### src/rtl/cmp_stream.sv
// Pipelined magnitude comparator with a valid/ready stream interface and
// saturating per-outcome event counters.
module cmp_stream #(
  parameter int WIDTH = 8,
  parameter int CNT_W = 16
) (
  input  logic             clk,
  input  logic             rst,
  input  logic             in_valid,
  output logic             in_ready,
  input  logic [WIDTH-1:0] a,
  input  logic [WIDTH-1:0] b,
  input  logic             signed_mode,
  output logic             out_valid,
  input  logic             out_ready,
  output logic             greater,
  output logic             equal,
  output logic             lower,
  output logic [WIDTH-1:0] diff,
  input  logic             clear,
  output logic [CNT_W-1:0] cnt_gt,
  output logic [CNT_W-1:0] cnt_eq,
  output logic [CNT_W-1:0] cnt_lt
);

  logic             valid_q, valid_d;
  logic             gt_q, gt_d;
  logic             eq_q, eq_d;
  logic             lt_q, lt_d;
  logic [WIDTH-1:0] diff_q, diff_d;
  logic [CNT_W-1:0] cgt_q, cgt_d;
  logic [CNT_W-1:0] ceq_q, ceq_d;
  logic [CNT_W-1:0] clt_q, clt_d;

  logic [WIDTH:0]   ext_a, ext_b;
  logic             cmp_gt, cmp_eq, accept;
  logic [WIDTH-1:0] abs_diff;

  function automatic logic [CNT_W-1:0] sat_inc(input logic [CNT_W-1:0] v);
    return (v == '1) ? v : v + 1'b1;
  endfunction

  assign in_ready = !valid_q || out_ready;
  assign accept   = in_valid && in_ready;

  // Unsigned operands zero-extend, so a signed compare on WIDTH+1 bits
  // serves both modes.
  always_comb begin
    ext_a  = {signed_mode & a[WIDTH-1], a};
    ext_b  = {signed_mode & b[WIDTH-1], b};
    cmp_gt = $signed(ext_a) > $signed(ext_b);
    cmp_eq = (ext_a == ext_b);
    // The exact difference always fits in WIDTH bits, so modular WIDTH-bit
    // subtraction equals the truncated extended difference.
    abs_diff = cmp_gt ? (a - b) : (b - a);
  end

  always_comb begin
    valid_d = valid_q;
    gt_d    = gt_q;
    eq_d    = eq_q;
    lt_d    = lt_q;
    diff_d  = diff_q;
    cgt_d   = cgt_q;
    ceq_d   = ceq_q;
    clt_d   = clt_q;

    if (accept) begin
      valid_d = 1'b1;
      gt_d    = cmp_gt;
      eq_d    = cmp_eq;
      lt_d    = !cmp_gt && !cmp_eq;
      diff_d  = abs_diff;
      if (cmp_gt)      cgt_d = sat_inc(cgt_q);
      else if (cmp_eq) ceq_d = sat_inc(ceq_q);
      else             clt_d = sat_inc(clt_q);
    end else if (out_ready) begin
      valid_d = 1'b0;
    end

    if (clear) begin
      cgt_d = '0;
      ceq_d = '0;
      clt_d = '0;
    end
  end

  always_ff @(posedge clk) begin
    if (rst) begin
      valid_q <= 1'b0;
      gt_q    <= 1'b0;
      eq_q    <= 1'b0;
      lt_q    <= 1'b0;
      diff_q  <= '0;
      cgt_q   <= '0;
      ceq_q   <= '0;
      clt_q   <= '0;
    end else begin
      valid_q <= valid_d;
      gt_q    <= gt_d;
      eq_q    <= eq_d;
      lt_q    <= lt_d;
      diff_q  <= diff_d;
      cgt_q   <= cgt_d;
      ceq_q   <= ceq_d;
      clt_q   <= clt_d;
    end
  end

  assign out_valid = valid_q;
  assign greater   = gt_q;
  assign equal     = eq_q;
  assign lower     = lt_q;
  assign diff      = diff_q;
  assign cnt_gt    = cgt_q;
  assign cnt_eq    = ceq_q;
  assign cnt_lt    = clt_q;

endmodule
### config.mk
export PLATFORM = sky130hd
export DESIGN_NAME = cmp_stream
export DESIGN_NICKNAME = d
export VERILOG_FILES = /design/src/rtl/cmp_stream.sv
export SDC_FILE = /design/constraint.sdc
export NUM_CORES = 1
export LEC_CHECK = 0
export CAP_MARGIN = 0
export CORE_MARGIN = 4
export CORE_UTILIZATION = 47
export CTS_CLUSTER_DIAMETER = 150
export CTS_CLUSTER_SIZE = 10
export DETAILED_ROUTE_END_ITERATION = 8
export PLACE_DENSITY = 0.76
export SYNTH_ARGS = -nofsm -noshare
export SYNTH_HDL_FRONTEND = slang
export SYNTH_SLANG_ARGS = --single-unit
### constraint.sdc
create_clock -name clk -period 4 [get_ports clk]
set_clock_uncertainty 0.15 [all_clocks]
set_input_delay 0.6 -clock clk [delete_from_list [all_inputs] [get_ports clk]]
set_output_delay 0.6 -clock clk [all_outputs]
set_load 0.1 [all_outputs]
==> flow_metrics.tcl, run 1 <==
set metrics [dict create \
    highest_layer "met4" \
    die-area_um2 9110 \
    wl_mm 9.16 \
    synth_seq_area_share_pct 33.4 \
    fp-row-count 31 \
    drt_iter0_drc 127 \
    grt_pass1_wl_mm 15.2 \
    io_buffers 82 \
    initial_core_util_pct 49.0 \
    ys_async_sr_fraction_pct 0 \
    setup_viol 0 \
    setup_tns_ns 0 \
    drtAntennaViolNets 0 \
    place.gp.congestion 0.880 \
    route.met3.wl_um 502 \
    vias_per_cell 5.87 \
    final_core_util_pct 63.4 \
    placed_area_um2 4450 \
    drc 0 \
    cts_buffers 9 \
    path_cells "clkdlybuf4s50_1, inv_1, ha_1, and3_4, and4_1, o2111ai_2, nor4_1, xnor2_1, nor2_1" \
    grt_start_max_net_pins 46 \
    area_growth_pct 29.4 \
    syn_nets 473 \
    dp_hpwl_mm 6.70 \
    syn_area_per_cell_um2 8.33 \
    routedWlPerCell_um 15.0 \
    max-vdd-ir-drop_mv 0.178 \
    antenna_cells 0 \
    synth_area_leaders "dfxtp_1 33%, ha_1 6.3%, a21oi_1 5.2%, or4_1 3.6%, nand2_1 3.1%" \
    fin_area_um2 4650 \
    syn-cell-area_um2 3590 \
    path_clk_slew_ns 0.06 \
    die_h_um 95.4 \
    cts_setup_buffers 0 \
    ys_warn_count 0 \
    run_status "finished clean" \
    grt_util_all_layers_pct 20.7 \
    p_leak_nw 1.64 \
    h-tree-depth 3 \
    clkSinkCount 60 \
    synth_flop_cell "dfxtp_1" \
    clockBufferDepth 2 \
    synthCells 431 \
    synth_commonest_cells "60 x dfxtp_1, 37 x a21oi_1, 30 x nand2_1" \
    fin_nets 547 \
    ys_ff_latch 60 \
    critPathSlowestCell "clkdlybuf4s50_1" \
    start_kind "primary input" \
    wl_met2_mm 4.55 \
    yosysUniqueCellTypes 58 \
    met1_length_mm 3.95 \
    synth.most_common_cell "dfxtp_1" \
    slowest_delay_ns 0.48 \
    crit_arrival_ns 3.22 \
    synth-edff-count 0 \
    layout-drive-gt1-share_pct 7.06 \
    cts_resized 0 \
    antenna_found_initial 0 \
    finalMaxSlewViolations 0 \
    tightestPinTransition_ns 0.985 \
    core_um2 7330 \
    fill_cells 623 \
    min_period_ns 3.18 \
    clk_root_buffer_cell "clkbuf_8" \
    power_w 0.00150 \
    critPathMaxFanout 18 \
    synth_top_area_cell "dfxtp_1" \
    slew_headroom_pct 34.1 \
    drt_pass1_iterations 5 \
    crit_required_ns 4.04 \
    ios 83 \
    cp-end-kind "flip-flop" \
    fmax_mhz 315 \
    clk_latency_ns 0.34 \
    hold_class "flip-flop to flip-flop" \
    synth_top_area_share_pct 33.4 \
    hold_buffers 0 \
    worstSetupPathType "primary input to flip-flop" \
    cts_tree "built" \
    timing.final.crit_share_pct 79.5 \
    grt_pass1_vias 3339 \
    drv_cap 0 \
    grt_overflow 0 \
    die_x_um 95.4 \
    hold_viol 0 \
    power_per_cell_area_nw_per_um2 322 \
    grt_setup_unrepaired "false" \
    vias 3573 \
]
==> metal layers <==
metal,vias up,global-route usage (%)
met2,95,35.0
met4,0,7.11
li1,1766,-
met1,1698,25.4
met3,14,5.29
met5,-,0
==> area by class of cell <==
class	instances	area, µm²	share of cell area, %
sequential	60	1200	25.8
tap	99	124	2.66
multi-input combinational	324	2190	47.0
inverter	25	93.8	2.02
timing repair buffer	85	841	18.1
clock inverter	4	47.5	1.02
clock buffer	12	155	3.34
==> registers in the layout, summed over array words and instances, names as in the netlist <==
signal and cells:
diff 8, out_valid 1, cnt_eq 16, cnt_gt 16, lower 1, cnt_lt 16, equal 1, greater 1
==> logic make-up (layout without fill, tap and decap cells) <==
group	Yosys count	after routing	synth area share [%]
simple gates	171	171	26.8
mux	3	3	0.836
xor+xnor	14	14	3.41
compound gates	116	116	22.5
fa+ha+maj	20	20	7.38
buf+inv	47	126	5.68
flops	60	60	33.4
==> power breakdown <==
part	total, W	switching [W]	leakage [nW]	internal, W
combinational	0.000319	0.000218	1.05	0.000101
clock	0.000562	0.000243	0.102	0.000320
sequential	0.000617	0.00000787	0.486	0.000609
==> worst max-delay path, delay by kind of cell <==
family	cells	cell delay, ns
and+or+nand+nor	4	1.05
buffers and inverters	2	0.53
AOI/OAI and AO/OA	1	0.45
adders and majority gates	1	0.43
xor gates and xnor gates	1	0.16
==> final timing paths <==
path / startpoint / end / slack, ns / cells past startpoint
min: equal$_SDFFE_PP0P_ / equal$_SDFFE_PP0P_ / 0.33 / 2
max reg2reg: cnt_eq[0]$_SDFFE_PP0P_ / cnt_eq[14]$_SDFFE_PP0P_ / 1.62 / 7
max: a[5] / cnt_eq[13]$_SDFFE_PP0P_ / 0.82 / 9
min reg2reg: equal$_SDFFE_PP0P_ / equal$_SDFFE_PP0P_ / 0.33 / 2
==> through the flow <==
step                      hold slack (ns)  std cells  setup slack, ns
after floorplan                     0.579        431            0.676
after global placement              0.299        593            0.559
after detailed placement            0.318        593            0.516
after CTS                           0.329        609            0.857
after global routing                0.345        609            0.616
final                               0.326        609            0.821
==> placed cells by master, fill, tap and decap left out, types with 17 or more instances in the layout <==
cell,instances
or3_1,17
o21ai_0,17
ha_1,18
nor2_1,26
dfxtp_1,60
a21oi_1,37
nand3_1,22
inv_1,25
nand2_1,30
clkdlybuf4s50_1,81
or4_1,17
No activity file was read; power rests on OpenSTA's default activity.
==> run 2: changes to the inputs <==
--- a/config.mk
+++ b/config.mk
@@ -7,11 +7,11 @@
 export LEC_CHECK = 0
 export CAP_MARGIN = 0
 export CORE_MARGIN = 4
-export CORE_UTILIZATION = 47
+export CORE_UTILIZATION = 46
 export CTS_CLUSTER_DIAMETER = 150
 export CTS_CLUSTER_SIZE = 10
 export DETAILED_ROUTE_END_ITERATION = 8
-export PLACE_DENSITY = 0.76
+export PLACE_DENSITY = 0.77
 export SYNTH_ARGS = -nofsm -noshare
 export SYNTH_HDL_FRONTEND = slang
 export SYNTH_SLANG_ARGS = --single-unit
==> constraint.sdc (replaced) <==
create_clock -name clk -period 2.68 [get_ports clk]
set_clock_uncertainty 0.15 [all_clocks]
set_input_delay 0.402 -clock clk [delete_from_list [all_inputs] [get_ports clk]]
set_output_delay 0.402 -clock clk [all_outputs]
set_load 0.1 [all_outputs]
==> run 2 against run 1 <==
  * Clock power up 50%
  * Setup slack worse by 0.82 ns
  * Wire length up 7.3%
  * Highest routed layer unchanged
  * Total power up 57%
  * Hold slack worse by 0.018 ns
==> flow_metrics.tcl, run 2 (synthesis gave the netlist of run 1 again) <==
set metrics [dict create \
    h-tree-depth 3 \
    path_clk_slew_ns 0.07 \
    initial_core_util_pct 48.5 \
    setup_viol 0 \
    antenna_found_initial 0 \
    vias 3757 \
    pre_cts_ws_ns -0.386 \
    grt_pass1_wl_mm 15.8 \
    wl_mm 9.83 \
    layout_common_cells "108 x buf_4, 51 x dfxtp_1, 32 x a21oi_1, 30 x nand2_1, 26 x nor2_1" \
    grt_util_all_layers_pct 21.3 \
    crit_required_ns 2.80 \
    run_status "finished clean" \
    cp-end-kind "flip-flop" \
    grt_pass1_vias 3489 \
    start_kind "primary input" \
    cp-startpoint "b[7]" \
    drc 0 \
    power_w 0.00236 \
    clk_root_buffer_cell "clkbuf_8" \
    slew_headroom_pct 67.4 \
    min_period_ns 2.67 \
    cts_buffers 9 \
    layout-drive-gt1-share_pct 30.3 \
    ios 83 \
    fill_cells 620 \
    reg2reg_from "cnt_gt[0]$_SDFFE_PP0P_" \
    die_x_um 96.4 \
    clk_latency_ns 0.34 \
    power_per_cell_area_nw_per_um2 467 \
    seqPwrFrac_pct 39.1 \
    area_growth_pct 40.3 \
    crit_arrival_ns 2.80 \
    drt_iter0_drc 115 \
    tightestPinTransition_ns 0.488 \
    power.internal_w 0.00162 \
    holdWs_ns 0.308 \
    critPathMaxFanout 26 \
    grt_start_max_net_pins 31 \
    die_h_um 96.4 \
    combPwrFrac_pct 25.1 \
    finalMaxSlewViolations 0 \
    dp_hpwl_mm 7.21 \
    io_buffers 82 \
    hold_buffers 0 \
    final_core_util_pct 68.0 \
    hold_class "flip-flop to flip-flop" \
    vias_per_cell 5.73 \
    place.gp.congestion 0.862 \
    drt_pass1_iterations 4 \
    swShare_pct 31.3 \
    routedWlPerCell_um 15.0 \
    core_um2 7410 \
    clockBufferDepth 2 \
    timing.final.crit_share_pct 99.8 \
    die-area_um2 9290 \
    cts_tree "built" \
    drtAntennaViolNets 0 \
    p_leak_nw 2.03 \
    fp-row-count 31 \
    worst_slack_ns 0.00539 \
    clkSinkCount 60 \
    fin_nets 594 \
    max-vdd-ir-drop_mv 0.260 \
    hold_viol 0 \
    layout_commonest_cell "buf_4" \
    antenna_cells 0 \
    hp-start "lower$_SDFFE_PP0P_" \
    pwr-share-clk_pct 35.7 \
    drv_cap 0 \
    fmax_mhz 374 \
    worstSetupPathType "primary input to flip-flop" \
    grt_overflow 0 \
    switchingPower_w 0.000738 \
]
## run 2: power groups by stage
| stage | clock network (W) | registers (W) | logic, W |
|---|---|---|---|
| global placement | 0 | 0.000942 | 0.000542 |
| floorplan | 0 | 0.00107 | 0.000229 |
| global route | 0.000906 | 0.000923 | 0.000634 |
| finish | 0.000842 | 0.000922 | 0.000591 |
| detailed placement | 0 | 0.000942 | 0.000554 |
| CTS | 0.000867 | 0.000922 | 0.000557 |
## run 2: path summary, 6_finish.rpt
path,to,slack (ns),depth (start not counted)
min,lower$_SDFFE_PP0P_,0.31,2
max,cnt_gt[12]$_SDFFE_PP0P_,0.005,10
max reg2reg,cnt_gt[12]$_SDFFE_PP0P_,0.46,5
min reg2reg,lower$_SDFFE_PP0P_,0.31,2
## run 2: final cells by class
type | instances | area, µm² | share of cell area, %
multi-input cells | 324 | 2330 | 46.2
flip-flops and latches | 60 | 1210 | 24.1
clock inverters | 4 | 47.5 | 0.943
well taps | 99 | 124 | 2.46
repair buffers | 132 | 1080 | 21.4
inverters | 25 | 93.8 | 1.86
clock buffers | 12 | 155 | 3.08
## run 2: per-layer routing
| layer | vias to the layer above | track usage [%] | routed length, µm |
|---|---|---|---|
| met5 | - | 0 | 0 |
| met4 | 0 | 8.76 | 141 |
| met3 | 12 | 4.57 | 477 |
| met2 | 97 | 36.5 | 5000 |
| met1 | 1781 | 25.8 | 4210 |
| li1 | 1867 | - | - |
## run 2: worst max-delay path: stages
cell	delay (ns)
clkdlybuf4s50_1	0.49
inv_1	0.05
ha_1	0.29
and3_4	0.20
nand4_1	0.19
o2111a_4	0.28
nor2_4	0.05
buf_12	0.15
or4_1	0.54
a21oi_2	0.15
## run 2: through the flow
stage / instances / TNS, ns / area, µm²
2_1_floorplan: 431 / 0 / 3610
3_3_place_gp: 638 / -8.43 / 4690
3_5_place_dp: 638 / -12.16 / 4690
4_1_cts: 654 / 0 / 4890
5_1_grt: 656 / -0.202 / 5040
6_report: 656 / 0 / 5040
## run 2: repair_timing
action / 4_1_cts / 5_1_grt
endpoints found under the hold margin: 0 / 0
gates resized for setup: 1 / 20
endpoints found under the setup margin: 2 / 25
pin swaps: 0 / 8
buffers inserted: 0 / 2
